**config.mk**
```make
export PLATFORM = sky130hd
export DESIGN_NAME = mc14500_seq
export DESIGN_NICKNAME = d
export VERILOG_FILES = /design/src/rtl/mc14500_pkg.sv /design/src/rtl/mc14500_retstack.sv /design/src/rtl/mc14500_seq.sv
export SDC_FILE = /design/constraint.sdc
export NUM_CORES = 1
export LEC_CHECK = 0
export BUFFER_PORTS_ARGS = -buffer_cell sky130_fd_sc_hd__buf_4
export CORE_ASPECT_RATIO = 1.2
export CORE_MARGIN = 2
export CORE_UTILIZATION = 34
export CTS_CLUSTER_SIZE = 40
export DETAILED_ROUTE_END_ITERATION = 16
export HOLD_SLACK_MARGIN = 0.02
export PLACE_DENSITY_LB_ADDON = 0.08
export SYNTH_ARGS = -nofsm -noshare
export SYNTH_HDL_FRONTEND = slang
export SYNTH_SLANG_ARGS = --single-unit
```
**constraint.sdc**
```tcl
create_clock -name clk -period 3.51 [get_ports clk]
set_clock_uncertainty 0.05 [all_clocks]
set_input_delay 0.351 -clock clk [delete_from_list [all_inputs] [get_ports clk]]
set_output_delay 0.351 -clock clk [all_outputs]
set_load 0.02 [all_outputs]
```
**src/rtl/mc14500_pkg.sv**
```systemverilog
// Shared definitions for the mc14500 program sequencer: instruction word
// layout, opcode values and field-slice helpers.
package mc14500_pkg;

  localparam int INST_W = 12;
  localparam int OPC_W  = 4;
  localparam int OPR_W  = 8;

  localparam logic [OPC_W-1:0] OP_NOPO = 4'h0;
  localparam logic [OPC_W-1:0] OP_LD   = 4'h1;
  localparam logic [OPC_W-1:0] OP_LDC  = 4'h2;
  localparam logic [OPC_W-1:0] OP_AND  = 4'h3;
  localparam logic [OPC_W-1:0] OP_ANDC = 4'h4;
  localparam logic [OPC_W-1:0] OP_OR   = 4'h5;
  localparam logic [OPC_W-1:0] OP_ORC  = 4'h6;
  localparam logic [OPC_W-1:0] OP_XNOR = 4'h7;
  localparam logic [OPC_W-1:0] OP_STO  = 4'h8;
  localparam logic [OPC_W-1:0] OP_STOC = 4'h9;
  localparam logic [OPC_W-1:0] OP_IEN  = 4'hA;
  localparam logic [OPC_W-1:0] OP_OEN  = 4'hB;
  localparam logic [OPC_W-1:0] OP_JMP  = 4'hC;
  localparam logic [OPC_W-1:0] OP_RTN  = 4'hD;
  localparam logic [OPC_W-1:0] OP_SKZ  = 4'hE;
  localparam logic [OPC_W-1:0] OP_NOPF = 4'hF;

  typedef struct packed {
    logic [OPR_W-1:0] operand;
    logic [OPC_W-1:0] opcode;
  } inst_t;

  function automatic logic [OPC_W-1:0] get_opcode(input logic [INST_W-1:0] word);
    inst_t inst;
    inst = inst_t'(word);
    return inst.opcode;
  endfunction

  function automatic logic [OPR_W-1:0] get_operand(input logic [INST_W-1:0] word);
    inst_t inst;
    inst = inst_t'(word);
    return inst.operand;
  endfunction

endpackage

```
**src/rtl/mc14500_retstack.sv**
```systemverilog
// Return-address LIFO. Pushes into a full stack and pops from an empty
// one are ignored; the caller decides what that means.
module mc14500_retstack #(
  parameter int DEPTH = 4,
  parameter int WIDTH = 8
) (
  input  logic             clk,
  input  logic             rst,
  input  logic             push,
  input  logic             pop,
  input  logic [WIDTH-1:0] push_data,
  output logic [WIDTH-1:0] top,
  output logic             full,
  output logic             empty
);

  localparam int AW = $clog2(DEPTH);

  logic [WIDTH-1:0] mem_r [DEPTH];
  logic [AW:0]      sp_r;
  logic [AW-1:0]    top_idx_s;

  // sp counts entries; the MSB alone marks a full stack since DEPTH is a power of two
  assign top_idx_s = sp_r[AW-1:0] - {{(AW-1){1'b0}}, 1'b1};
  assign top       = mem_r[top_idx_s];
  assign full      = sp_r[AW];
  assign empty     = (sp_r == {(AW+1){1'b0}});

  // Stack pointer and storage update
  always_ff @(posedge clk) begin
    if (rst) begin
      sp_r <= {(AW+1){1'b0}};
      for (int i = 0; i < DEPTH; i++) begin
        mem_r[i] <= {WIDTH{1'b0}};
      end
    end else if (push && !full) begin
      mem_r[sp_r[AW-1:0]] <= push_data;
      sp_r                <= sp_r + {{AW{1'b0}}, 1'b1};
    end else if (pop && !empty) begin
      sp_r <= sp_r - {{AW{1'b0}}, 1'b1};
    end
  end

endmodule

```
**src/rtl/mc14500_seq.sv**
```systemverilog
// Program sequencer and I/O bit-mapper wrapped around the mc14500b ICU:
// PC, JMP/CALL/RTN handling, input steering and output bit latches.
module mc14500_seq
  import mc14500_pkg::*;
#(
  parameter int PC_W        = 8,
  parameter int STACK_DEPTH = 4,
  parameter int IN_W        = 8,
  parameter int OUT_W       = 8
) (
  input  logic              clk,
  input  logic              RST,
  input  logic              run,
  output logic [PC_W-1:0]   prog_addr,
  input  logic [INST_W-1:0] prog_data,
  output logic [OPC_W-1:0]  core_i,
  output logic              core_data,
  input  logic              core_jmp,
  input  logic              core_rtn,
  input  logic              core_flag_f,
  input  logic              core_write,
  input  logic              core_dout,
  input  logic [IN_W-1:0]   in_pins,
  output logic [OUT_W-1:0]  out_pins,
  output logic              stack_err
);

  localparam int IN_AW  = (IN_W > 1) ? $clog2(IN_W) : 1;
  localparam int OUT_AW = (OUT_W > 1) ? $clog2(OUT_W) : 1;
  localparam logic [OPR_W:0]  IN_LIM  = (OPR_W+1)'(IN_W);
  localparam logic [OPR_W:0]  OUT_LIM = (OPR_W+1)'(OUT_W);
  localparam logic [PC_W-1:0] PC_ONE  = PC_W'(1'b1);

  logic [PC_W-1:0]  pc_r;
  logic [PC_W-1:0]  pc_next_s;
  logic [PC_W-1:0]  pc_inc_s;
  logic [PC_W-1:0]  opr_pc_s;
  logic [OPR_W-1:0] operand_s;
  logic [IN_AW-1:0] in_idx_s;
  logic [OUT_AW-1:0] out_idx_s;
  logic             in_ok_s;
  logic             out_ok_s;
  logic             push_s;
  logic             pop_s;
  logic             err_set_s;
  logic [PC_W-1:0]  top_s;
  logic             full_s;
  logic             empty_s;
  logic [OUT_W-1:0] out_r;
  logic             err_r;

  assign operand_s = get_operand(prog_data);
  assign core_i    = get_opcode(prog_data);
  assign opr_pc_s  = PC_W'(operand_s);
  assign pc_inc_s  = pc_r + PC_ONE;
  assign in_idx_s  = operand_s[IN_AW-1:0];
  assign out_idx_s = operand_s[OUT_AW-1:0];
  assign in_ok_s   = ({1'b0, operand_s} < IN_LIM);
  assign out_ok_s  = ({1'b0, operand_s} < OUT_LIM);

  // Out-of-range input addresses read as logic 0
  assign core_data = in_ok_s ? in_pins[in_idx_s] : 1'b0;

  assign prog_addr = pc_r;
  assign out_pins  = out_r;
  assign stack_err = err_r;

  mc14500_retstack #(
    .DEPTH(STACK_DEPTH),
    .WIDTH(PC_W)
  ) u_retstack (
    .clk      (clk),
    .rst      (RST),
    .push     (push_s),
    .pop      (pop_s),
    .push_data(pc_inc_s),
    .top      (top_s),
    .full     (full_s),
    .empty    (empty_s)
  );

  // Next-PC selection: RTN over CALL over JMP over sequential fetch
  always_comb begin
    pc_next_s = pc_r;
    push_s    = 1'b0;
    pop_s     = 1'b0;
    err_set_s = 1'b0;
    if (run) begin
      if (core_rtn) begin
        if (!empty_s) begin
          pop_s     = 1'b1;
          pc_next_s = top_s;
        end else begin
          err_set_s = 1'b1;
          pc_next_s = pc_inc_s;
        end
      end else if (core_flag_f) begin
        if (!full_s) begin
          push_s    = 1'b1;
          pc_next_s = opr_pc_s;
        end else begin
          err_set_s = 1'b1;
          pc_next_s = pc_inc_s;
        end
      end else if (core_jmp) begin
        pc_next_s = opr_pc_s;
      end else begin
        pc_next_s = pc_inc_s;
      end
    end else begin
      pc_next_s = pc_r;
    end
  end

  // PC, output latches and sticky stack error
  always_ff @(posedge clk) begin
    if (RST) begin
      pc_r  <= {PC_W{1'b0}};
      out_r <= {OUT_W{1'b0}};
      err_r <= 1'b0;
    end else begin
      pc_r <= pc_next_s;
      if (err_set_s) begin
        err_r <= 1'b1;
      end
      if (run && core_write && out_ok_s) begin
        out_r[out_idx_s] <= core_dout;
      end
    end
  end

endmodule
```
# [Yosys cells after proc, flatten, opt, wreduce, memory -nomap -nowiden]
# Memories as Yosys holds them, arrays and structs flattened.
# Cells that the tools add are included.
[word_totals] regBits=20 mem_bits_rw=32 elab_cells=55 mem_count=1
[op_classes] n_addsub=4 order_cmp=3 muxes=33 n_reduce_logical=10
[memory_table] memory="u_retstack.mem_r" depth=4 width=8 read_ports=1 rd_ports_with_merged_regs=0 write_ports=4 line="mc14500_retstack.sv:19" text="logic [WIDTH-1:0] mem_r [DEPTH];"
[op_table] operator="two-way mux 8 bit" n=6
[op_table] operator="two-way mux 1 bit" n=21
[op_table] operator="adder 8 x 1 -> 8 bit (second input constant)" n=1
[op_table] operator="bitwise mux 8 bit" n=1
[op_table] operator="less-than comparator 8 x 4 -> 1 bit (second input constant)" n=1
[op_table] operator="OR reduction 8 bit" n=1
[op_table] operator="two-way mux 3 bit" n=2
[op_table] operator="logical AND 1 bit" n=5
[op_table] operator="less-than comparator 3 x 4 -> 1 bit (second input constant)" n=1
[op_table] operator="adder 3 x 1 -> 3 bit (second input constant)" n=1
[op_table] operator="binary-select mux 1 bit (select 3 bit)" n=1
[op_table] operator="demux 1 bit (select 3 bit)" n=1
[op_table] operator="greater-or-equal comparator 3 x 1 -> 1 bit (second input constant)" n=1
[op_table] operator="zero test 3 bit" n=1
[op_table] operator="subtractor 3 x 1 -> 3 bit (second input constant)" n=1
[op_table] operator="zero test 1 bit" n=2
[op_table] operator="two-way mux 2 bit" n=1
[op_table] operator="nonzero test 2 bit" n=1
[op_table] operator="subtractor 2 x 1 -> 2 bit (second input constant)" n=1

# [Longest topological paths before layout]
# Gate-level depths: netlist of the first run.
[depth] depth_word=10 mapped_depth=9 mapped_depth_nobuf=7

# [By module]
# A second synthesis of the first run with hierarchy kept.
[hier_totals] hier_cells=266 area_unflattened_um2=2864.0
[modules_own_cells] mod="mc14500_retstack" n_inst=1 cells_each=106 area_per_inst_um2=1666.6 seq_area_each_um2=1021.0
[modules_own_cells] mod="mc14500_seq" n_inst=1 cells_each=160 area_per_inst_um2=1197.4 seq_area_each_um2=340.3

# [Worst setup path before layout of the first run]
# No wires, ideal clock.
[synth_timing] path_type="register to register" startpoint="reg u_retstack.sp_r[0]" endpoint="reg pc_r[5], in the netlist prog_addr[5]" arrival_ns=2.065 slack_ns=1.266 path_stages_with_launch=9 synth_period_minus_slack_ns=2.244 path_cell_list="dfxtp_1 > buf_2 > inv_1 > ha_1 > clkbuf_1 > mux4_2 > a22o_1 > a21oi_1 > o32ai_1"
[synth_via] elab_chain_cells=4 elab_cells_between_ends=5
[synth_lines] item="start: declaration" line="mc14500_retstack.sv:20" text="logic [AW:0] sp_r;"
[synth_lines] item="start signal: assignment" line="mc14500_retstack.sv:32" text="sp_r <= {(AW+1){1'b0}};"
[synth_lines] item="start signal: assignment" line="mc14500_retstack.sv:38" text="sp_r <= sp_r + {{AW{1'b0}}, 1'b1};"
[synth_lines] item="start signal: assignment" line="mc14500_retstack.sv:40" text="sp_r <= sp_r - {{AW{1'b0}}, 1'b1};"
[synth_lines] item="subtractor 2 x 1 -> 2 bit" line="mc14500_retstack.sv:24" text="assign top_idx_s = sp_r[AW-1:0] - {{(AW-1){1'b0}}, 1'b1};"
[synth_lines] item="via u_retstack.top_idx_s[0]" line="mc14500_retstack.sv:21" text="logic [AW-1:0] top_idx_s;"
[synth_lines] item="memory read (4 x 8 bit)"
[synth_lines] item="two-way mux 8 bit" line="mc14500_seq.sv:90" text="if (!empty_s) begin"
[synth_lines] item="two-way mux 8 bit" line="mc14500_seq.sv:89" text="if (core_rtn) begin"
[synth_lines] item="end signal: assignment" line="mc14500_seq.sv:118" text="pc_r <= {PC_W{1'b0}};"
[synth_lines] item="end signal: assignment" line="mc14500_seq.sv:122" text="pc_r <= pc_next_s;"
[synth_lines] item="end: declaration" line="mc14500_seq.sv:34" text="logic [PC_W-1:0] pc_r;"
# The timed path passes the listed nets, and every way through them passes these cells.
# A chain may end at the register's enable or synchronous reset.

==> metrics.md, run 1 <==
| Metric | Value |
|---|---|
| Run status | `complete, no violations` |
| Final non-filler cell area | `3130 um^2` |
| I/O Pins | `50` |
| Placeable Area | `7620 um^2` |
| Type of the worst setup path | `reg -> reg` |
| DP Area | `3020 um^2` |
| HP Class | `in -> reg` |
| Vias per cell | `5.17` |
| Largest cells by area after synthesis | `edfxtp_1 (36%), dfxtp_1 (15%), mux4_2 (6.8%), nor2_1 (6.1%), nand2_1 (3.8%)` |
| Slew HR | `44.4%` |
| FMAX | `415 MHz` |
| Post-route antenna net violation count | `0` |
| Largest net degree at the start of global routing | `22` |
| Max-cap violations | `0` |
| Clk Latency, worst-skew pair | `0.31 ns` |
| Number of global-route vias before repair | `1,988` |
| Port Buffers | `41` |
| Yosys warns | `0` |
| Total power | `1.50 mW` |
| CTS buffer count | `5` |
| Post-CTS Resized | `0` |
| Area leader, netlist | `edfxtp_1` |
| Fin crit share | `68.6%` |
| Clock sink count | `52` |
| Fill cells | `792` |
| Share of cells above drive strength 1 | `25.3%` |
| Setup Buffers After CTS | `0` |
| Cts hold-fix bufs | `0` |
| Hold Vio Cnt, Final | `0` |
| Async set-reset flop share out of synthesis | `0%` |
| Pre-Repair DR Iteration Count | `4` |
| Sequential fraction of the synthesis area | `51.4%` |
| Wire per inst | `18.0 um` |
| Worst Hold Margin | `0.291 ns` |
| Placement Rows | `35` |
| Post-Syn Instances | `251` |
| Chip height | `101 um` |
| CTS tree | `yes` |
| Initial antenna violation count | `0` |
| Synthesis-to-finish area growth | `18.2%` |
| Startpoint Class | `flip-flop` |
| Total track usage | `16.7%` |
| Die width | `84.6 um` |
| Final setup viols | `0` |
| Yosys cell types | `46` |
| GRT Residual Overflow | `0` |
| RSZ-0062 raised after global routing | `no` |
| Fin crit period | `2.41 ns` |
| Max-slew violations | `0` |
| DRC violations left | `0` |
| Synthesized area | `2650 um^2` |
| Largest buffer count on any clock path | `2` |
| Clk slew on worst S/H paths | `0.10 ns` |
| DR vias | `1,969` |
| Die Footprint | `8520 um^2` |
| First-pass GRT wire length | `10.7 mm` |
| Place WS | `0.792 ns` |
| Syn Area/Cell | `10.6 um^2` |
| Most common cell in the synthesized netlist | `nor2_1` |
| Net count after synthesis | `282` |
| Setup TNS | `0 ns` |
| Slew at the pin closest to its max-slew limit | `0.831 ns` |
| Root Driver | `clkbuf_8` |
| Yosys top cell area share | `36.3%` |
| Placed wire-length estimate | `5.28 mm` |
| CP max FO | `10` |
| Critical Path AT | `2.34 ns` |
| Setup crit end kind | `flip-flop` |
| 1st-iter DRT viols | `100` |
| Starting Density | `34.8%` |
| Gpl congestion | `0.773` |
| #FFs+latches synth | `52` |
| Ys flop type | `edfxtp_1` |
| H-tree depth | `2` |
| Final WS setup | `1.10 ns` |
| Final #Nets | `319` |
| EDFF count, synth | `32` |
| Synth cell count leaders | `nor2_1 (43), edfxtp_1 (32), nand2_1 (27), dfxtp_1 (20), a21oi_1 (14)` |
| Maximum vdd drop | `218 uV` |
| DRT Wirelength | `6.87 mm` |
| CP required | `3.44 ns` |
| Antenna Cells | `0` |
| PwrDens | `480 nW/um^2` |
| Lkg Pwr | `1.17 nW` |
[power by group]
group | switching [mW] | internal (mW) | total (mW)
Sequential | 0.0321 | 0.685 | 0.717
Clock | 0.205 | 0.216 | 0.421
Combinational | 0.210 | 0.155 | 0.365
[area by class of cell]
cell class,instances,area (um^2),area share [%]
clock inverters,2,38.8,1.24
clock buffers,6,72.6,2.32
flip-flops and latches,52,1360,43.5
inverters,10,37.5,1.20
repair buffers,45,338,10.8
multi-input cells,174,1170,37.3
well taps,92,115,3.68
[metrics by stage]
step	util, %	std cells
after floorplan	-	251
after global placement	39.6	373
after detailed placement	39.6	373
after CTS	41.1	381
after global routing	41.1	381
final	41.1	381
[worst paths after layout]
kind,startpoint,slack [ns],cells after the start,endpoint
setup reg to reg,u_retstack.sp_r[2],1.10,3,u_retstack.mem_r[2][2]
hold reg to reg,out_pins[4],0.41,2,out_pins[4]
setup / recovery,u_retstack.sp_r[2],1.10,3,u_retstack.mem_r[2][2]
hold / removal,core_dout,0.29,3,out_pins[4]
[layout by cell type (no fill, tap or decap), types with 2 or more instances in the layout]
cell type and instances:
buf_4 45, nor2_1 43, edfxtp_1 32, nand2_1 27, dfxtp_1 20, a21oi_1 14
nand3_1 13, inv_1 9, mux4_2 8, nor2_2 8, nand2b_1 6, mux2i_1 6
xor2_1 5, clkbuf_8 5, a211oi_1 4, a221oi_1 4, xnor2_1 3, nor2b_1 3
o221ai_1 2, nand3b_1 2, o21ai_0 2, nor4_4 2, a31oi_1 2, ha_1 2
[state kept, by name, indices dropped and copies added (netlist names)]
| signal | cells |
|---|---|
| u_retstack.mem_r | 32 |
| prog_addr | 8 |
| stack_err | 1 |
| u_retstack.sp_r | 3 |
| out_pins | 8 |
[per-layer routing]
metal / GRT usage (%) / share of wire (%)
met1: 19.0 / 40
met2: 31.8 / 55
met3: 2.95 / 3.9
met4: 4.52 / 0.95
met5: 0 / 0
[kinds of logic after synthesis]
family	Yosys count	share of synthesized area [%]
flip-flops	52	51.4
adder cells (fa/ha/maj)	3	1.70
AO/OA/AOI/OAI	37	9.49
AND/OR/NAND/NOR	112	21.2
multiplexers	14	9.07
buffers and inverters	25	4.53
XOR/XNOR	8	2.64
[critical path, cell delays in order, from the launching register on]
cell,delay (ns)
dfxtp_1,0.37
or4b_1,0.73
or3_1,0.58
nand2_1,0.35
(Power assumes the default switching activity.)
==> inputs of run 2 (changes only) <==
clock period = 2 ns   (was 3.51 ns; I/O delays follow)
==> metrics.md, run 2 (synthesis results as in run 1) <==
| Metric | Value |
|---|---|
| Max-cap violations | `0` |
| Slew at the pin closest to its max-slew limit | `0.444 ns` |
| Final WS setup | `0.113 ns` |
| Largest buffer count on any clock path | `2` |
| Fin crit share | `94.4%` |
| Pre-Repair DR Iteration Count | `4` |
| FMAX | `530 MHz` |
| CP max stage delay | `0.60 ns` |
| Slowest-stage cell, CP | `or4b_1` |
| CP max FO | `8` |
| Vias per cell | `5.03` |
| Chip height | `101 um` |
| Placement Rows | `35` |
| PwrDens | `802 nW/um^2` |
| Die width | `84.6 um` |
| Commonest non-fill, non-tap cell in the layout | `buf_4` |
| Lkg Pwr | `1.29 nW` |
| Antenna Cells | `0` |
| Run status | `complete, no violations` |
| Crit path cell chain | `or4b_1, or3_1, nand2_2` |
| Post-route antenna net violation count | `0` |
| Die Footprint | `8520 um^2` |
| HP Class | `in -> reg` |
| Setup crit end kind | `flip-flop` |
| Placed Cells | `395` |
| Max-slew violations | `0` |
| Initial antenna violation count | `0` |
| Gpl congestion | `0.858` |
| Max FFs per register | `32` |
| CTS tree | `yes` |
| Final #Nets | `341` |
| Fin crit period | `1.89 ns` |
| H-tree depth | `2` |
| Setup Buffers After CTS | `0` |
| Type of the worst setup path | `reg -> reg` |
| Fill cells | `764` |
| Share of cells above drive strength 1 | `31.5%` |
| Slew HR | `70.3%` |
| Total track usage | `16.9%` |
| Final non-filler cell area | `3330 um^2` |
| CP required | `1.96 ns` |
| Clock sink count | `52` |
| Setup TNS | `0 ns` |
| Number of global-route vias before repair | `2,168` |
| DR vias | `2,029` |
| Root Driver | `clkbuf_8` |
| Maximum vdd drop | `446 uV` |
| Reg area | `1360 um^2` |
| Critical Path AT | `1.85 ns` |
| Cts hold-fix bufs | `0` |
| DP Area | `3230 um^2` |
| Multi-input logic area | `1180 um^2` |
| Final setup viols | `0` |
| Port Buffers | `41` |
| Final std cells w/o fill | `403` |
| DRT Wirelength | `6.82 mm` |
| Placed wire-length estimate | `5.28 mm` |
| I/O Pins | `50` |
| RSZ-0062 raised after global routing | `no` |
| DRC violations left | `0` |
| Clk slew on worst S/H paths | `0.11 ns` |
| Worst Hold Margin | `0.135 ns` |
| Hold Vio Cnt, Final | `0` |
| Critical path buffer and inverter count | `0` |
| 1st-iter DRT viols | `71` |
| Place WS | `0.0953 ns` |
| Clk Latency, worst-skew pair | `0.31 ns` |
| CP top delay family | `simple AND/OR/NAND/NOR gates` |
| Placeable Area | `7620 um^2` |
| Startpoint Class | `flip-flop` |
| Wire per inst | `16.9 um` |
| CTS buffer count | `5` |
| Synthesis-to-finish area growth | `25.6%` |
| Top reg by flops | `u_retstack.mem_r` |
| Most frequent cells in the layout | `buf_4 (64), nor2_1 (43), edfxtp_1 (32), nand2_1 (26), dfxtp_1 (20)` |
| Starting Density | `34.8%` |
| GRT Residual Overflow | `0` |
| Largest net degree at the start of global routing | `21` |
| First-pass GRT wire length | `11.2 mm` |
==> run 2: changes by cell type in the layout (fill, tap and decap cells not counted), sizes merged <==
| cell | before | now |
|---|---|---|
| clkbuf | 6 | 5 |
| inv | 10 | 12 |
| bufinv | 1 | 0 |
| buf | 45 | 67 |
==> run 2: tightest hold or removal path, cell delays in order <==
cell and delay (ns):
buf_4 0.14, nand3_1 0.07, a21oi_1 0.05
==> run 2: worst paths after layout <==
path,to,from,slack [ns],cells after the start
hold / removal,out_pins[6],core_dout,0.14,3
hold reg to reg,out_pins[6],out_pins[6],0.41,2
setup reg to reg,u_retstack.mem_r[2][2],u_retstack.sp_r[2],0.11,3
setup / recovery,u_retstack.mem_r[2][2],u_retstack.sp_r[2],0.11,3
==> run 2: power breakdown <==
part           internal, mW  switching (mW)
registers              1.20          0.0474
logic                 0.362           0.388
clock network         0.266           0.406
total                  1.83           0.842
==> run 2: per-stage QoR <==
step	total power, mW	utilization [%]
after global routing	2.81	43.7
after CTS	2.71	43.6
after detailed placement	2.03	42.3
after global placement	2.03	42.3
final	2.67	43.7
after floorplan	1.72	-
==> run 2: metal layers <==
metal / track usage [%] / up-vias / share of wire (%)
li1: - / 1011 / -
met1: 19.8 / 964 / 42
met2: 30.9 / 45 / 53
met3: 3.52 / 9 / 3.5
met4: 4.88 / 0 / 1.5
met5: 0 / - / 0
==> run 2: layout make-up <==
type                       instances  share of cell area [%]
clock buffer                       5                    2.07
tap                               92                    3.46
multi-input combinational        174                    35.4
inverter                          10                    1.13
sequential                        52                    40.9
timing repair buffer              67                    16.2
clock inverter                     3                   0.864
==> run 2: timing repair <==
item,in CTS,in global routing
hold endpoints to repair,0,0
resized for setup,0,1
endpoints found under the setup margin,0,1
